File: src/rtl/alu_cmd_pkg.sv
// Shared types and function codes for the ALU command queue.
// cmd_t is one queued {func, data} entry.
package alu_cmd_pkg;

  localparam int CMD_DW = 4;
  localparam int CMD_FW = 2;

  localparam logic [1:0] FN_ADD  = 2'b00;
  localparam logic [1:0] FN_MUL  = 2'b01;
  localparam logic [1:0] FN_SHL  = 2'b10;
  localparam logic [1:0] FN_HOLD = 2'b11;

  typedef struct packed {
    logic [1:0] func;
    logic [3:0] data;
  } cmd_t;

endpackage

File: src/rtl/alu_cmd_queue_if.sv
// Command-queue bus: key/switch inputs plus ALU-side and status outputs.
// master drives Push/PushData/PushFunc/Run/Step; slave is the queue.
interface alu_cmd_queue_if #(
  parameter int DEPTH  = 4,
  parameter int DATA_W = 4,
  parameter int FUNC_W = 2
);

  localparam int CW = $clog2(DEPTH) + 1;

  logic              Push;
  logic [DATA_W-1:0] PushData;
  logic [FUNC_W-1:0] PushFunc;
  logic              Run;
  logic              Step;
  logic [DATA_W-1:0] Data;
  logic [FUNC_W-1:0] Function;
  logic [CW-1:0]     Count;
  logic              Full;
  logic              Empty;
  logic              Overflow;

  modport master (
    output Push, PushData, PushFunc, Run, Step,
    input  Data, Function, Count, Full, Empty, Overflow
  );

  modport slave (
    input  Push, PushData, PushFunc, Run, Step,
    output Data, Function, Count, Full, Empty, Overflow
  );

endinterface

File: src/rtl/key_edge.sv
// Rising-edge pulse from a synchronous, debounced key level.
// Ports: Clock, Reset_b (async, active-high), key in, evt one-cycle pulse.
module key_edge (
  input  logic Clock,
  input  logic Reset_b,
  input  logic key,
  output logic evt
);

  logic key_q;

  // History resets to 1 so a key held through reset is not an event.
  always_ff @(posedge Clock or posedge Reset_b) begin
    if (Reset_b) key_q <= 1'b1;
    else         key_q <= key;
  end

  assign evt = key & ~key_q;

endmodule

File: src/rtl/alu_cmd_queue.sv
// Captures {func,data} commands into a FIFO and replays them to the ALU.
// Ports: Clock, Reset_b (async, active-high), q (alu_cmd_queue_if.slave).
module alu_cmd_queue
  import alu_cmd_pkg::*;
#(
  parameter int DEPTH  = 4,
  parameter int DATA_W = CMD_DW,
  parameter int FUNC_W = CMD_FW
) (
  input logic            Clock,
  input logic            Reset_b,
  alu_cmd_queue_if.slave q
);

  localparam int PW = $clog2(DEPTH);
  localparam int CW = PW + 1;
  localparam logic [CW-1:0] FULL_CNT = CW'(DEPTH);

  cmd_t mem [DEPTH];

  logic [PW-1:0]     wr_ptr;
  logic [PW-1:0]     rd_ptr;
  logic [CW-1:0]     count;
  logic [CW-1:0]     count_nxt;
  logic [DATA_W-1:0] data_q;
  logic [FUNC_W-1:0] func_q;
  logic              ovf_q;

  logic push_evt;
  logic step_evt;
  logic full;
  logic empty;
  logic pop_req;
  logic pop_ok;
  logic push_ok;

  key_edge u_push (
    .Clock   (Clock),
    .Reset_b (Reset_b),
    .key     (q.Push),
    .evt     (push_evt)
  );

  key_edge u_step (
    .Clock   (Clock),
    .Reset_b (Reset_b),
    .key     (q.Step),
    .evt     (step_evt)
  );

  assign full  = (count == FULL_CNT);
  assign empty = (count == '0);

  // No bypass: a pop only ever sees entries already stored.
  assign pop_req = q.Run | (step_evt & ~q.Run);
  assign pop_ok  = pop_req & ~empty;
  assign push_ok = push_evt & (~full | pop_ok);

  always_comb begin
    count_nxt = count;
    unique case (1'b1)
      (push_ok & ~pop_ok): count_nxt = count + 1'b1;
      (pop_ok & ~push_ok): count_nxt = count - 1'b1;
      default:             count_nxt = count;
    endcase
  end

  // Storage is not reset; contents are don't-care until written.
  always_ff @(posedge Clock) begin
    if (push_ok) begin
      mem[wr_ptr] <= '{func: q.PushFunc, data: q.PushData};
    end
  end

  always_ff @(posedge Clock or posedge Reset_b) begin
    if (Reset_b) begin
      wr_ptr <= '0;
      rd_ptr <= '0;
      count  <= '0;
      ovf_q  <= 1'b0;
    end else begin
      count <= count_nxt;
      if (push_ok)             wr_ptr <= wr_ptr + 1'b1;
      if (pop_ok)              rd_ptr <= rd_ptr + 1'b1;
      if (push_evt & ~push_ok) ovf_q  <= 1'b1;
    end
  end

  // Each popped command is shown for exactly one clock, else hold.
  always_ff @(posedge Clock or posedge Reset_b) begin
    if (Reset_b) begin
      func_q <= FN_HOLD;
      data_q <= '0;
    end else if (pop_ok) begin
      func_q <= mem[rd_ptr].func;
      data_q <= mem[rd_ptr].data;
    end else begin
      func_q <= FN_HOLD;
      data_q <= '0;
    end
  end

  assign q.Data     = data_q;
  assign q.Function = func_q;
  assign q.Count    = count;
  assign q.Full     = full;
  assign q.Empty    = empty;
  assign q.Overflow = ovf_q;

endmodule

File: src/flat_wrapper.sv
// flat-port wrapper written by rule: the top's interface ports become plain ports
module alu_cmd_queue_flat import alu_cmd_pkg::*;
#(
  parameter int DEPTH  = 4,
  parameter int DATA_W = CMD_DW,
  parameter int FUNC_W = CMD_FW
)
  (Clock, Reset_b, q_Push, q_PushData, q_PushFunc, q_Run, q_Step, q_Data, q_Function, q_Count, q_Full, q_Empty, q_Overflow);
  alu_cmd_queue_if #(.DEPTH(DEPTH), .DATA_W(DATA_W), .FUNC_W(FUNC_W)) q_i ();
  input logic Clock;
  input logic Reset_b;
  input wire logic [$bits(q_i.Push)-1:0] q_Push;
  input wire logic [$bits(q_i.PushData)-1:0] q_PushData;
  input wire logic [$bits(q_i.PushFunc)-1:0] q_PushFunc;
  input wire logic [$bits(q_i.Run)-1:0] q_Run;
  input wire logic [$bits(q_i.Step)-1:0] q_Step;
  output wire logic [$bits(q_i.Data)-1:0] q_Data;
  output wire logic [$bits(q_i.Function)-1:0] q_Function;
  output wire logic [$bits(q_i.Count)-1:0] q_Count;
  output wire logic [$bits(q_i.Full)-1:0] q_Full;
  output wire logic [$bits(q_i.Empty)-1:0] q_Empty;
  output wire logic [$bits(q_i.Overflow)-1:0] q_Overflow;
  assign q_i.Push = q_Push;
  assign q_i.PushData = q_PushData;
  assign q_i.PushFunc = q_PushFunc;
  assign q_i.Run = q_Run;
  assign q_i.Step = q_Step;
  assign q_Data = q_i.Data;
  assign q_Function = q_i.Function;
  assign q_Count = q_i.Count;
  assign q_Full = q_i.Full;
  assign q_Empty = q_i.Empty;
  assign q_Overflow = q_i.Overflow;
  alu_cmd_queue #(.DEPTH(DEPTH), .DATA_W(DATA_W), .FUNC_W(FUNC_W)) u_core (.Clock(Clock), .Reset_b(Reset_b), .q(q_i));
endmodule
File: config.mk
export PLATFORM = sky130hd
export DESIGN_NAME = alu_cmd_queue_flat
export DESIGN_NICKNAME = d
export VERILOG_FILES = /design/src/rtl/alu_cmd_pkg.sv /design/src/rtl/alu_cmd_queue_if.sv /design/src/rtl/key_edge.sv /design/src/rtl/alu_cmd_queue.sv /design/src/flat_wrapper.sv
export SDC_FILE = /design/constraint.sdc
export NUM_CORES = 1
export LEC_CHECK = 0
export BUFFER_PORTS_ARGS = -buffer_cell sky130_fd_sc_hd__buf_4
export CAP_MARGIN = 40
export CORE_UTILIZATION = 45
export DETAILED_ROUTE_END_ITERATION = 7
export GPL_TIMING_DRIVEN = 0
export PLACE_DENSITY_LB_ADDON = 0.05
export RECOVER_POWER = 100
export SETUP_SLACK_MARGIN = 0.05
export SKIP_CTS_REPAIR_TIMING = 1
export SLEW_MARGIN = 20
export SYNTH_ARGS = -nofsm -noshare
export SYNTH_HDL_FRONTEND = slang
export SYNTH_SLANG_ARGS = --single-unit
export TNS_END_PERCENT = 5
File: constraint.sdc
create_clock -name Clock -period 2.8 [get_ports Clock]
set_input_delay 0.28 -clock Clock [delete_from_list [all_inputs] [get_ports Clock]]
set_output_delay 0.28 -clock Clock [all_outputs]
set_load 0.1 [all_outputs]
Word level (Yosys, flattened, before mapping)
Memory sizes are Yosys's and may differ from the RTL's.
Index checks and enable logic that the tools add are counted.
{"block": "totals", "register_bits": 16, "mem_bits_rw": 24, "input_bits": 11, "output_inout_bits": 12, "elab_cells": 38, "memories": 1}
{"name": "u_core.mem", "words": 4, "width": 6, "read_ports": 1, "rd_clocked_by_memory_dff": 0, "wr": 1, "line": "alu_cmd_queue.sv:19", "text": "cmd_t mem [DEPTH];"}
{"block": "op_classes", "addsub": 4, "n_eq_ne": 1, "muxes": 5, "n_bitwise": 17, "reduce_logical": 2}
{"cell": "$and 1x1->1", "count": 8}
{"cell": "$not 1->1", "count": 7}
{"cell": "$pmux 3 s2", "count": 1}
{"cell": "$add 2x1->2 const B", "count": 2}
{"cell": "$mux 4", "count": 1}
{"cell": "$add 3x1->3 const B", "count": 1}
{"cell": "$eq 3x3->1 const B", "count": 1}
{"cell": "$logic_not 3->1", "count": 1}
{"cell": "$sub 3x1->3 const B", "count": 1}
{"cell": "$mux 1", "count": 2}
{"cell": "$mux 2", "count": 1}
{"cell": "$or 1x1->1", "count": 2}
{"cell": "$reduce_bool 2->1", "count": 1}

Logic depth before layout (Yosys ltp)
{"block": "depth", "ltp_word": 10, "mapped_depth": 9, "ltp_nobuf": 8}

Modules after synthesis
From an unflattened synthesis, not the netlist that was laid out.
{"block": "unflattened", "hier_cells": 106, "hier_area_um2": 1731.7}
{"mod": "alu_cmd_queue", "instances": 1, "cells_per_inst": 100, "area_per_inst_um2": 1644.1, "seq_area_each_um2": 1073.5}
{"mod": "key_edge", "instances": 2, "cells_per_inst": 3, "area_per_inst_um2": 43.8, "seq_area_each_um2": 26.3}

Least setup slack after synthesis
No wires, ideal clock.
{"block": "synth_timing", "kind": "register -> register", "from": "register u_core.count[2] (netlist: u_core.q.Count[2])", "to": "register u_core.count[2] (netlist: u_core.q.Count[2])", "setup_time_ns": 0.162, "arrival_time_ns": 3.277, "path_slack_ns": -0.639, "path_stages_with_launch": 10, "n_path_buf": 1, "period_less_slack_ns": 3.439, "cell_sequence": "dfrtp_1 -> nor3_2 -> a21o_1 -> buf_6 -> nand2b_1 -> fa_1 -> inv_1 -> a2111oi_0 -> a31oi_1 -> xnor2_1"}
{"block": "synth_between", "elab_chain_cells": 8, "word_cells_on_any_way": 15, "cone_classes": "add/sub (2); eq/ne (1); mux (1); bitwise (9); reduce/logical (2)"}
{"item": "start, declared", "line": "alu_cmd_queue.sv:23", "text": "logic [CW-1:0] count;"}
{"item": "start signal, assigned", "line": "alu_cmd_queue.sv:82", "text": "count <= count_nxt;"}
{"item": "$logic_not 3->1 *", "line": "alu_cmd_queue.sv:52", "text": "assign empty = (count == '0);"}
{"item": "via q_Empty", "line": "flat_wrapper.sv:21", "text": "output wire logic [$bits(q_i.Empty)-1:0] q_Empty;"}
{"item": "$not 1->1 *", "line": "alu_cmd_queue.sv:56", "text": "assign pop_ok = pop_req & ~empty;"}
{"item": "$and 1x1->1 *", "line": "alu_cmd_queue.sv:56"}
{"item": "$or 1x1->1", "line": "alu_cmd_queue.sv:57", "text": "assign push_ok = push_evt & (~full | pop_ok);"}
{"item": "$and 1x1->1", "line": "alu_cmd_queue.sv:57"}
{"item": "$not 1->1", "line": "alu_cmd_queue.sv:63", "text": "(pop_ok & ~push_ok): count_nxt = count - 1'b1;"}
{"item": "$and 1x1->1", "line": "alu_cmd_queue.sv:63"}
{"item": "$pmux 3 s2 / $reduce_bool 2->1 (equally long branches)"}
Mark *: on every way through the listed nets, which the timed path passes. The rest lies on a longest branch.
A chain may end at the register's enable or synchronous reset.

Final worst setup path
{"block": "layout_timing", "from": "register u_core.count[1] (netlist: u_core.q.Count[1])", "to": "output q_Full"}
{"block": "layout_between", "elab_chain_cells": 1}
{"item": "$eq 3x3->1", "line": "alu_cmd_queue.sv:51", "text": "assign full = (count == FULL_CNT);"}
{"item": "end, declared", "line": "flat_wrapper.sv:20", "text": "output wire logic [$bits(q_i.Full)-1:0] q_Full;"}
Every way passes these cells.

==> flow_summary.json <==
{
  "crit_start": "u_core.q.Count[1]",
  "tightestPinTransition_ns": 1.17,
  "totalWireLength_um": 2580,
  "pre_cts_ws_ns": 0.717,
  "regToRegSetupSlack_ns": 0.69,
  "drtIter0Drc": 30,
  "fin_crit_ns": 2.24,
  "yosys.area.top_type": "edfxtp_1",
  "num_vias": 881,
  "dieWidth_um": 62.7,
  "io_pins": 23,
  "slew_violations": 0,
  "nFillCells": 295,
  "route.detailed.drc": 0,
  "worst_r2r_endpoint": "u_core.q.Count[1]",
  "dr.pass1.iters": 4,
  "max-cap-violations": 0,
  "synth-seq-cells": 40,
  "post-route-period-util": 0.800,
  "rsz0062_at_grt": "false",
  "viasPerCell": 4.92,
  "core_area_um2": 3440,
  "min_path_type": "in2async",
  "grt_pass1_vias": 938,
  "timing.fmax_mhz": 446,
  "critPathKind": "reg2out",
  "cts-root-buf": "clkbuf_8",
  "clkLatencyLatePin_ns": 0.29,
  "syn2layout_area_growth_pct": 14.3,
  "gp_congestion": 0.716,
  "required_ns": 2.52,
  "slew_headroom": 0.227,
  "synth_nets": 119,
  "cts_tree": "yes",
  "cts.sinks": 40,
  "synth_area_um2": 1660,
  "cp_max_fo": 7,
  "cp-start-kind": "flip-flop",
  "gr-total-overflow": 0,
  "port_buffers": 22,
  "synth.area.top_cells": "edfxtp_1 44%, dfrtp_1 18%, mux4_2 8.2%",
  "fin_setup_tns_ns": 0,
  "crit_arrival_ns": 1.96,
  "finalSetupViolCount": 0,
  "ys_seq_area_frac": 0.680,
  "diodes": 0,
  "cp-end-kind": "output port",
  "final_nets": 148,
  "worst_slack_ns": 0.560,
  "rows": 21,
  "outcome": "finished, final reports clean",
  "finClkSkew_ns": 0.0103,
  "synthCells": 103,
  "wl_per_cell_um": 14.4,
  "reg2reg_from": "u_core.u_step.key_q",
  "dieArea_um2": 3930,
  "syn_area_per_cell_um2": 16.1,
  "path_clk_slew_ns": 0.08,
  "ctsHtreeMaxLevel": 2,
  "worstSetupEndpoint": "q_Full",
  "postRouteAntennaNets": 0,
  "yosys.cell_types.count": 30,
  "track_usage": 0.157,
  "antenna_found_initial": 0,
  "finalHoldViolCount": 0,
  "ys_warn_count": 0,
  "cts_buffers": 5,
  "synth_top_cell_area_share": 0.435,
  "clk_path_buf_depth": 2,
  "start_util": 0.481,
  "grt_pass1_wl_um": 4490,
  "r2r_cells": 8,
  "drive_gt1_frac": 0.180,
  "grt_max_degree": 17,
  "die_h_um": 62.7
}
==> metal layers <==
| layer | global-route usage | vias up | share of wire |
|---|---|---|---|
| met5 | 0 | - | 0 |
| met4 | 0.0756 | 0 | 0.016 |
| met3 | 0.0566 | 7 | 0.040 |
| met2 | 0.236 | 14 | 0.48 |
| met1 | 0.201 | 436 | 0.46 |
| li1 | - | 424 | - |
==> how the worst min path moves through the flow <==
stage                 start             endpoint  cells past startpoint  slack [ns]
global route         q_Push  u_core.u_push.key_q                      1        0.09
CTS                 Reset_b     u_core.wr_ptr[1]                      2         0.1
detailed placement   q_Step  u_core.u_step.key_q                      1        0.40
floorplan           Reset_b     u_core.q.Data[0]                      1        0.19
finish              Reset_b     u_core.wr_ptr[1]                      2        0.08
global placement    Reset_b     u_core.q.Data[2]                      2        0.40
==> critical path, cell delays in order (launching register included) <==
cell and delay [ns]:
dfrtp_1 0.47, nor2_1 0.18, and2_1 0.16, clkbuf_1 0.86
==> placed cells by master, fill, tap and decap left out, drive strengths merged <==
master     n
clkbuf    29
edfxtp    24
dfrtp     12
inv        9
mux4       6
o21ai      5
nor2b      5
and2       5
xnor2      4
ha         4
dfstp      4
nor2       3
nand2b     3
a21o       2
or2        2
buf        2
a41oi      1
nand2      1
nor3       1
xor2       1
a2111oi    1
a31oi      1
a41o       1
a21oi      1
and3       1
a211o      1
o31ai      1
fa         1
clkinvlp   1
clkinv     1
==> synthesized netlist by cell type <==
cell type	instances
nor2b_1	5
xnor2_1	4
a21oi_1	1
or2_1	2
o31ai_1	1
nand2b_1	3
fa_1	1
o21ai_0	3
nand2_1	1
o21ai_1	2
dfstp_2	4
a31oi_1	1
nor2_1	3
xor2_1	1
ha_1	4
mux4_2	6
buf_2	1
a41oi_2	1
clkbuf_1	1
nor3_2	1
a2111oi_0	1
a21o_1	2
dfrtp_1	12
buf_6	1
a211o_1	1
inv_1	9
and3_1	1
edfxtp_1	24
a41o_1	1
and2_1	5
==> state kept, by name, indices dropped and copies added, names as in the netlist <==
signal,flops
u_core.q.Data,4
u_core.mem,24
u_core.u_push.key_q,1
u_core.wr_ptr,2
u_core.q.Function,2
u_core.rd_ptr,2
u_core.q.Count,3
u_core.q.Overflow,1
u_core.u_step.key_q,1
==> area by class of cell <==
cell class | count | area (µm²) | share of cell area
multi-input combinational | 51 | 475 | 0.251
clock buffer | 6 | 72.6 | 0.0383
sequential | 40 | 1130 | 0.596
timing repair buffer | 22 | 93.8 | 0.0496
inverter | 9 | 33.8 | 0.0178
buffer | 3 | 18.8 | 0.00991
tap | 46 | 57.6 | 0.0304
clock inverter | 2 | 12.5 | 0.00661
==> logic make-up (layout without fill, tap and decap cells) <==
kind of cell    after synthesis  after routing  synth area share
simple gates                 21             21            0.0755
compound gates               14             14            0.0619
flops                        40             40             0.680
mux                           6              6            0.0816
fa+ha+maj                     5              5            0.0423
buf+inv                      12             42            0.0325
xor+xnor                      5              5            0.0264
==> stage by stage <==
stage | cell area (µm²) | utilization | instances | hold WS [ns]
2_1_floorplan | 1670 | - | 103 | 0.191
3_3_place_gp | 1890 | 0.549 | 171 | 0.398
3_5_place_dp | 1890 | 0.549 | 171 | 0.399
4_1_cts | 1970 | 0.574 | 179 | 0.0963
5_1_grt | 1890 | 0.550 | 179 | 0.0949
6_report | 1890 | 0.550 | 179 | 0.0767
Power is left out: the tool's default activity adds up to more than one toggle a clock period on the data nets, which glitch-free logic cannot reach.
